<file path="config.mk">
export PLATFORM = sky130hd
export DESIGN_NAME = program_sequencer_flat
export DESIGN_NICKNAME = d
export VERILOG_FILES = /design/src/rtl/program_sequencer_if.sv /design/src/rtl/program_sequencer.sv /design/src/flat_wrapper.sv
export SDC_FILE = /design/constraint.sdc
export NUM_CORES = 1
export LEC_CHECK = 0
export ABC_AREA = 0
export CAP_MARGIN = 40
export CORE_UTILIZATION = 46
export CTS_BUF_LIST = sky130_fd_sc_hd__clkbuf_8 sky130_fd_sc_hd__clkbuf_16
export CTS_CLUSTER_SIZE = 8
export DETAILED_ROUTE_END_ITERATION = 10
export PLACE_DENSITY = 0.83
export SYNTH_ARGS = -nofsm -noshare
export SYNTH_HDL_FRONTEND = slang
export SYNTH_SLANG_ARGS = --single-unit
</file>
<file path="constraint.sdc">
create_clock -name clk -period 2.1 [get_ports clk]
set_input_delay 0.21 -clock clk [delete_from_list [all_inputs] [get_ports clk]]
set_output_delay 0.21 -clock clk [all_outputs]
set_load 0.02 [all_outputs]
</file>
<file path="src/rtl/program_sequencer_if.sv">
// Bus between the nibble-CPU program sequencer, its instruction ROM and the execute datapath.
// The step signal exists only when SEQ_SINGLE_STEP_EN is defined.
interface program_sequencer_if #(
    parameter int ADDR_W = 5
);
    logic              run;
`ifdef SEQ_SINGLE_STEP_EN
    logic              step;
`endif
    logic [ADDR_W-1:0] imem_address;
    logic [7:0]        imem_data;
    logic [7:0]        instr_reg;
    logic [7:0]        operand_reg;
    logic              exec_valid;
    logic              exec_done;
    logic              jump_en;
    logic [ADDR_W-1:0] jump_target;
    logic              halt;
    logic              halted;
    logic [ADDR_W-1:0] pc;

    modport master (
`ifdef SEQ_SINGLE_STEP_EN
        input  step,
`endif
        input  run, imem_data, exec_done, jump_en, jump_target, halt,
        output imem_address, instr_reg, operand_reg, exec_valid, halted, pc
    );

    modport slave (
`ifdef SEQ_SINGLE_STEP_EN
        output step,
`endif
        output run, imem_data, exec_done, jump_en, jump_target, halt,
        input  imem_address, instr_reg, operand_reg, exec_valid, halted, pc
    );
endinterface

</file>
<file path="src/rtl/program_sequencer.sv">
// Program sequencer for the nibble CPU: owns the PC, fetches 1/2-byte instructions, hands them to execute.
// Optional single-step pause between instructions is enabled by defining SEQ_SINGLE_STEP_EN.
module program_sequencer #(
    parameter int ADDR_W     = 5,
    parameter int LAST_ADDR  = 16,
    parameter int START_ADDR = 0
) (
    input  logic                 clk,
    input  logic                 reset,
    program_sequencer_if.master  bus
);
    typedef enum logic [2:0] {
        IDLE   = 3'd0,
        FETCH1 = 3'd1,
        FETCH2 = 3'd2,
        EXEC   = 3'd3,
        HALTED = 3'd4
    } state_t;

    localparam logic [ADDR_W-1:0] LAST_A  = ADDR_W'(LAST_ADDR);
    localparam logic [ADDR_W-1:0] START_A = ADDR_W'(START_ADDR);
    localparam logic [ADDR_W-1:0] ZERO_A  = {ADDR_W{1'b0}};
    localparam logic [ADDR_W-1:0] ONE_A   = {{(ADDR_W-1){1'b0}}, 1'b1};

    state_t            state_q, state_d;
    logic [ADDR_W-1:0] pc_q, pc_d;
    logic [7:0]        instr_q, instr_d;
    logic [7:0]        operand_q, operand_d;
    logic              exec_valid_q, exec_valid_d;
    logic              halted_q, halted_d;
    logic              resume_s;
    logic              pause_s;

    function automatic logic [ADDR_W-1:0] next_pc(input logic [ADDR_W-1:0] p);
        next_pc = (p == LAST_A) ? ZERO_A : (p + ONE_A);
    endfunction

`ifdef SEQ_SINGLE_STEP_EN
    assign resume_s = bus.run | bus.step;
    assign pause_s  = 1'b1;
`else
    assign resume_s = bus.run;
    assign pause_s  = 1'b0;
`endif

    // Next-state, PC and holding-register logic.
    always_comb begin
        state_d   = state_q;
        pc_d      = pc_q;
        instr_d   = instr_q;
        operand_d = operand_q;
        case (state_q)
            IDLE: begin
                if (resume_s) begin
                    state_d = FETCH1;
                end else begin
                    state_d = IDLE;
                end
            end
            FETCH1: begin
                instr_d = bus.imem_data;
                pc_d    = next_pc(pc_q);
                // Opcode class 00 carries a second byte.
                if (bus.imem_data[7:6] == 2'b00) begin
                    state_d = FETCH2;
                end else begin
                    operand_d = 8'h00;
                    state_d   = EXEC;
                end
            end
            FETCH2: begin
                operand_d = bus.imem_data;
                pc_d      = next_pc(pc_q);
                state_d   = EXEC;
            end
            EXEC: begin
                if (bus.exec_done) begin
                    if (bus.jump_en) begin
                        pc_d = (bus.jump_target > LAST_A) ? ZERO_A : bus.jump_target;
                    end else begin
                        pc_d = pc_q;
                    end
                    if (bus.halt) begin
                        state_d = HALTED;
                    end else if (pause_s) begin
                        state_d = IDLE;
                    end else begin
                        state_d = FETCH1;
                    end
                end else begin
                    state_d = EXEC;
                end
            end
            HALTED: begin
                state_d = HALTED;
            end
            default: begin
                state_d = IDLE;
            end
        endcase
        exec_valid_d = (state_d == EXEC);
        halted_d     = (state_d == HALTED);
    end

    // State and output registers with asynchronous reset.
    always_ff @(posedge clk or posedge reset) begin
        if (reset) begin
            state_q      <= IDLE;
            pc_q         <= START_A;
            instr_q      <= 8'h00;
            operand_q    <= 8'h00;
            exec_valid_q <= 1'b0;
            halted_q     <= 1'b0;
        end else begin
            state_q      <= state_d;
            pc_q         <= pc_d;
            instr_q      <= instr_d;
            operand_q    <= operand_d;
            exec_valid_q <= exec_valid_d;
            halted_q     <= halted_d;
        end
    end

    assign bus.imem_address = pc_q;
    assign bus.pc           = pc_q;
    assign bus.instr_reg    = instr_q;
    assign bus.operand_reg  = operand_q;
    assign bus.exec_valid   = exec_valid_q;
    assign bus.halted       = halted_q;
endmodule

</file>
<file path="src/flat_wrapper.sv">
// flat-port wrapper written by rule: the top's interface ports become plain ports
module program_sequencer_flat 
#(
    parameter int ADDR_W     = 5,
    parameter int LAST_ADDR  = 16,
    parameter int START_ADDR = 0
)
  (clk, reset, bus_run, bus_imem_data, bus_exec_done, bus_jump_en, bus_jump_target, bus_halt, bus_imem_address, bus_instr_reg, bus_operand_reg, bus_exec_valid, bus_halted, bus_pc);
  program_sequencer_if #(.ADDR_W(ADDR_W)) bus_i ();
  input  logic clk;
  input  logic reset;
  input wire logic [$bits(bus_i.run)-1:0] bus_run;
  input wire logic [$bits(bus_i.imem_data)-1:0] bus_imem_data;
  input wire logic [$bits(bus_i.exec_done)-1:0] bus_exec_done;
  input wire logic [$bits(bus_i.jump_en)-1:0] bus_jump_en;
  input wire logic [$bits(bus_i.jump_target)-1:0] bus_jump_target;
  input wire logic [$bits(bus_i.halt)-1:0] bus_halt;
  output wire logic [$bits(bus_i.imem_address)-1:0] bus_imem_address;
  output wire logic [$bits(bus_i.instr_reg)-1:0] bus_instr_reg;
  output wire logic [$bits(bus_i.operand_reg)-1:0] bus_operand_reg;
  output wire logic [$bits(bus_i.exec_valid)-1:0] bus_exec_valid;
  output wire logic [$bits(bus_i.halted)-1:0] bus_halted;
  output wire logic [$bits(bus_i.pc)-1:0] bus_pc;
  assign bus_i.run = bus_run;
  assign bus_i.imem_data = bus_imem_data;
  assign bus_i.exec_done = bus_exec_done;
  assign bus_i.jump_en = bus_jump_en;
  assign bus_i.jump_target = bus_jump_target;
  assign bus_i.halt = bus_halt;
  assign bus_imem_address = bus_i.imem_address;
  assign bus_instr_reg = bus_i.instr_reg;
  assign bus_operand_reg = bus_i.operand_reg;
  assign bus_exec_valid = bus_i.exec_valid;
  assign bus_halted = bus_i.halted;
  assign bus_pc = bus_i.pc;
  program_sequencer #(.ADDR_W(ADDR_W), .LAST_ADDR(LAST_ADDR), .START_ADDR(START_ADDR)) u_core (.clk(clk), .reset(reset), .bus(bus_i));
endmodule
</file>
=== Word level (Yosys, flattened, before mapping) ===
Cells that the tools add are included.

* Add/sub/neg operators: 1
* Order comparisons: 1
* Equality and inequality tests: 10
* Multiplexer cells: 12
* Reductions and logical operators: 7

{| class="wikitable"
|+ Operators by type and width
! cell !! count
|-
| $mux W5 || 4
|-
| $pmux W8 S2 || 1
|-
| $pmux W3 S5 || 1
|-
| $pmux W5 S2 || 1
|-
| $eq A3 B2 Y1 const B || 3
|-
| $mux W8 || 1
|-
| $eq A3 B3 Y1 const B || 2
|-
| $mux W3 || 2
|-
| $ne A2 B2 Y1 const B || 3
|-
| $add A5 B1 Y5 const B || 1
|-
| $eq A5 B5 Y1 const B || 1
|-
| $gt A5 B5 Y1 const B || 1
|-
| $reduce_bool A2 Y1 || 2
|-
| $eq A3 B1 Y1 const B || 1
|-
| $logic_not A3 Y1 || 1
|-
| $reduce_and A3 Y1 || 1
|-
| $logic_not A2 Y1 || 1
|-
| $mux W1 || 2
|-
| $reduce_and A2 Y1 || 1
|-
| $reduce_or A2 Y1 || 1
|}

* Register bits after elaboration: 26

=== Logic depth before layout (Yosys ltp) ===
* Word-level depth: 5
* Mapped depth: 6
* Gate-level depth less buffers: 6

=== Least setup slack after synthesis ===
No wires, ideal clock.

* Path type: register to register
* Start: register u_core.pc_q[0] (netlist: u_core.bus.imem_address[0])
* End: register u_core.pc_q[2] (netlist: u_core.bus.imem_address[2])
* Library setup time: 67 ps
* Data arrival time: 1434 ps
* Slack: 599 ps
* Stages on the path, launching flop included: 7
* Path buffers: 0
* Period minus slack after synthesis: 1501 ps
* Cells stage by stage: dfrtp_1 > inv_1 > ha_1 > and4bb_2 > nor4b_2 > a21o_1 > a22o_1

* Cells in the longest elaborated chain, start to end: 3
* Elaborated cells on any way between the ends: 4

{| class="wikitable"
|+ Ends and longest elaborated chain
! what !! line !! text
|-
| start, declared || program_sequencer.sv:26 || <nowiki>logic [ADDR_W-1:0] pc_q, pc_d;</nowiki>
|-
| start signal, assigned || program_sequencer.sv:116 || <nowiki>pc_q <= pc_d;</nowiki>
|-
| $add A5 B1 Y5 / $eq A5 B5 Y1 (equally long branches) || program_sequencer.sv:35 || <nowiki>next_pc = (p == LAST_A) ? ZERO_A : (p + ONE_A);</nowiki>
|-
| $mux W5 (*) || program_sequencer.sv:35 ||
|-
| $pmux W5 S2 (*) || program_sequencer.sv:52 || <nowiki>case (state_q)</nowiki>
|}

Every way passes the cells marked *; elsewhere a longest branch is shown, timed or not.
A chain may end at the register's enable or synchronous reset.

=== Worst setup path in the final report ===
* Start: register u_core.pc_q[2] (netlist: u_core.bus.imem_address[2])
* End: output bus_imem_address[2]

{| class="wikitable"
|+ RTL lines
! what !! line !! text
|-
| end, declared || flat_wrapper.sv:18 || <nowiki>output wire logic [$bits(bus_i.imem_address)-1:0] bus_imem_address;</nowiki>
|}

No word-level cell between the ends.

==> results.md <==
- Post-DRT Antenna Nets: 0
- Post-synth cell types: 34
- DR vias: 981
- Fin crit period: 1.64 ns
- Area grow syn2layout: 40.5%
- CTS tree: done
- Seq/Total Area, Yosys: 52.3%
- Pin count of the biggest net entering global routing: 27
- Most frequent cells in the layout: clkdlybuf4s50_1 (46), dfrtp_1 (26), a22o_1 (9)
- WHS: 0.289 ns
- Yosys reg bits: 26
- # DRC: 0
- Worst slew pin tran: ~0.60 ns
- Crit-path max cell delay: 0.66 ns
- Final WL: between 2000 and 3000 µm
- IO Count: 47
- Rows: 18
- Final hold vios: 0
- Hold Crit Class: in -> async
- Period utilization: between 70% and 80%
- Core Region: 2520 µm²
- Crit path kind: reg -> out
- Clock skew: 0.00162 ns
- Max-slew headroom: between 50% and 60%
- Max-cap violations: 0
- Worst Path Required: 1.89 ns
- Fraction of layout cells with a size suffix above 1: 12.0%
- Placed Area: 1680 µm²
- Clock-pin slew on the worst setup and hold paths: ~0.090 ns
- Congestion Overflow GR: 0
- Gp weighted congestion: 0.854
- P_leak: 0.750 nW
- Startpoint types: flop
- Max Clk Rate: 0.610 GHz
- Power Density: 1740 nW/µm²
- Antenna cells: 0
- Bufs on Longest Clock Path: 2
- Synthesized area: roughly 1200 µm²
- Detailed-placement wirelength estimate: 1970 µm
- CP Cell Sequence: clkdlybuf4s50_1
- First-pass GRT wire length: 4010 µm
- Maximum net fanout on the critical path: 8
- Die X: about 54 µm
- Arrival @ worst endpoint: 1.43 ns
- Die area: 2920 µm²
- Ys Warns: 0
- CTS Root Cell: clkbuf_8
- Syn_nets: 129
- Mean number of vias per cell: roughly 5.5
- Placed Cells: 176
- Hold_buf cts: 0
- Final Setup Violations: 0
- Post-synthesis cell count: 108
- CP bufs+invs: 1
- Critical-path top delay cell: clkdlybuf4s50_1
- CTS Sinks: 26
- Most common cell after layout, fill and taps aside: clkdlybuf4s50_1
- Initial core utilization: between 40% and 50%
- Clock Latency Late Sink: 0.27 ns
- Initial DRC count: 16
- Worst VDD drop: 0.00127 V
- CTS HTree Levels: 1
- Drt pass-1 iters: 4
- Height of the die: roughly 54 µm
- Design Area, Final: roughly 1700 µm²
- Total track usage: between 10% and 20%
- Post-Layout Cell Count: 180
- Initial antenna violation count: 0
- Setup Buffers After CTS: 0
- Status: completed
- Number of buffers created by CTS: 3
- WL/cell: 14.9 µm
- Post_cts resized: 0
- Final Max Tran Viols: 0
- # port buffers: 46
- Unrepaired setup endpoints after global routing: false
- Setup TNS: 0 ns
- Vias in the first global route: 945
- CP top delay family: buffers and inverters
- Crit end category: output port
- Pwr Total: roughly 3 mW
- Avg Inst Size Synth: 11.5 µm²
- Nets@finish: 172
final cells by class:
class | instances | area [µm²]
Fill cell | 188 | 773
Sequential cell | 26 | 651
Multi-Input combinational cell | 69 | 507
Timing Repair Buffer | 47 | 468
Clock buffer | 3 | 41.3
Tap cell | 30 | 37.5
Clock inverter | 1 | 30.0
Inverter | 4 | 15.0
synthesized netlist by cell type (all sizes together):
master   n  area (µm²)
dfrtp   26         651
a22o     9        78.8
buf      9        72.6
a21oi    8        40.0
mux2     8        90.1
nor2     7        28.8
nand2    5        18.8
o21ai    5        25.0
a31oi    4        31.3
inv      4        15.0
nand2b   3        26.3
ha       2        25.0
nand3b   2        15.0
nor4b    2        23.8
a21o     1        7.51
and2     1        6.26
and3b    1        8.76
and4     1        8.76
and4bb   1        12.5
nand3    1        5.00
nor2b    1        6.26
nor3     1        5.00
nor3b    1        7.51
nor4     1        6.26
o21a     1        7.51
o21bai   1        7.51
o22a     1        8.76
or2      1        6.26
tightest hold or removal path: stages:
cell and delay (ns):
clkdlybuf4s50_1 0.40, inv_1 0.05, buf_4 0.30
where the power goes:
| group | total [mW] | internal, mW | switching (mW) | leakage, nW |
|---|---|---|---|---|
| clock | 0.409 | 0.255 | 0.155 | 0.0357 |
| sequential | 0.965 | 0.739 | 0.226 | 0.318 |
| combinational | 1.66 | 0.841 | 0.824 | 0.396 |
| total | 3.04 | 1.83 | 1.20 | 0.750 |
kinds of logic after synthesis:
group / share of synthesized area [%]
mux: 7.24
fa+ha+maj: 2.01
buf+inv: 7.03
simple gates: 14.9
compound gates: 16.6
flops: 52.3
path summary, 6_finish.rpt:
check / start / end / depth (start not counted) / slack [ns]
max: u_core.bus.imem_address[2] / bus_imem_address[2] / 1 / 0.46
min in group clk: u_core.bus.operand_reg[6] / u_core.bus.operand_reg[6] / 1 / 0.51
max reg2reg: u_core.state_q[1] / u_core.bus.operand_reg[2] / 4 / 0.49
min reg2reg: u_core.bus.operand_reg[6] / u_core.bus.operand_reg[6] / 1 / 0.51
max in group asynchronous: reset / u_core.bus.imem_address[0] / 3 / 1.57
min: reset / u_core.bus.instr_reg[2] / 3 / 0.29
per-stage QoR:
| step | util, % | setup WS, ns |
|---|---|---|
| final | 69.3 | 0.460 |
| after global placement | 66.5 | 0.403 |
| after global routing | 69.3 | 0.404 |
| after CTS | 69.3 | 0.454 |
| after detailed placement | 66.5 | 0.373 |
| after floorplan | - | 0.599 |
routing by layer:
layer  global-route usage, %  vias up  wire (µm)
met1                    23.1      479       1170
met5                       0        -          0
met4                    4.70        0         19
met2                    34.6       29       1390
li1                        -      471          -
met3                    4.24        2        108
(Power assumes the default switching activity.)
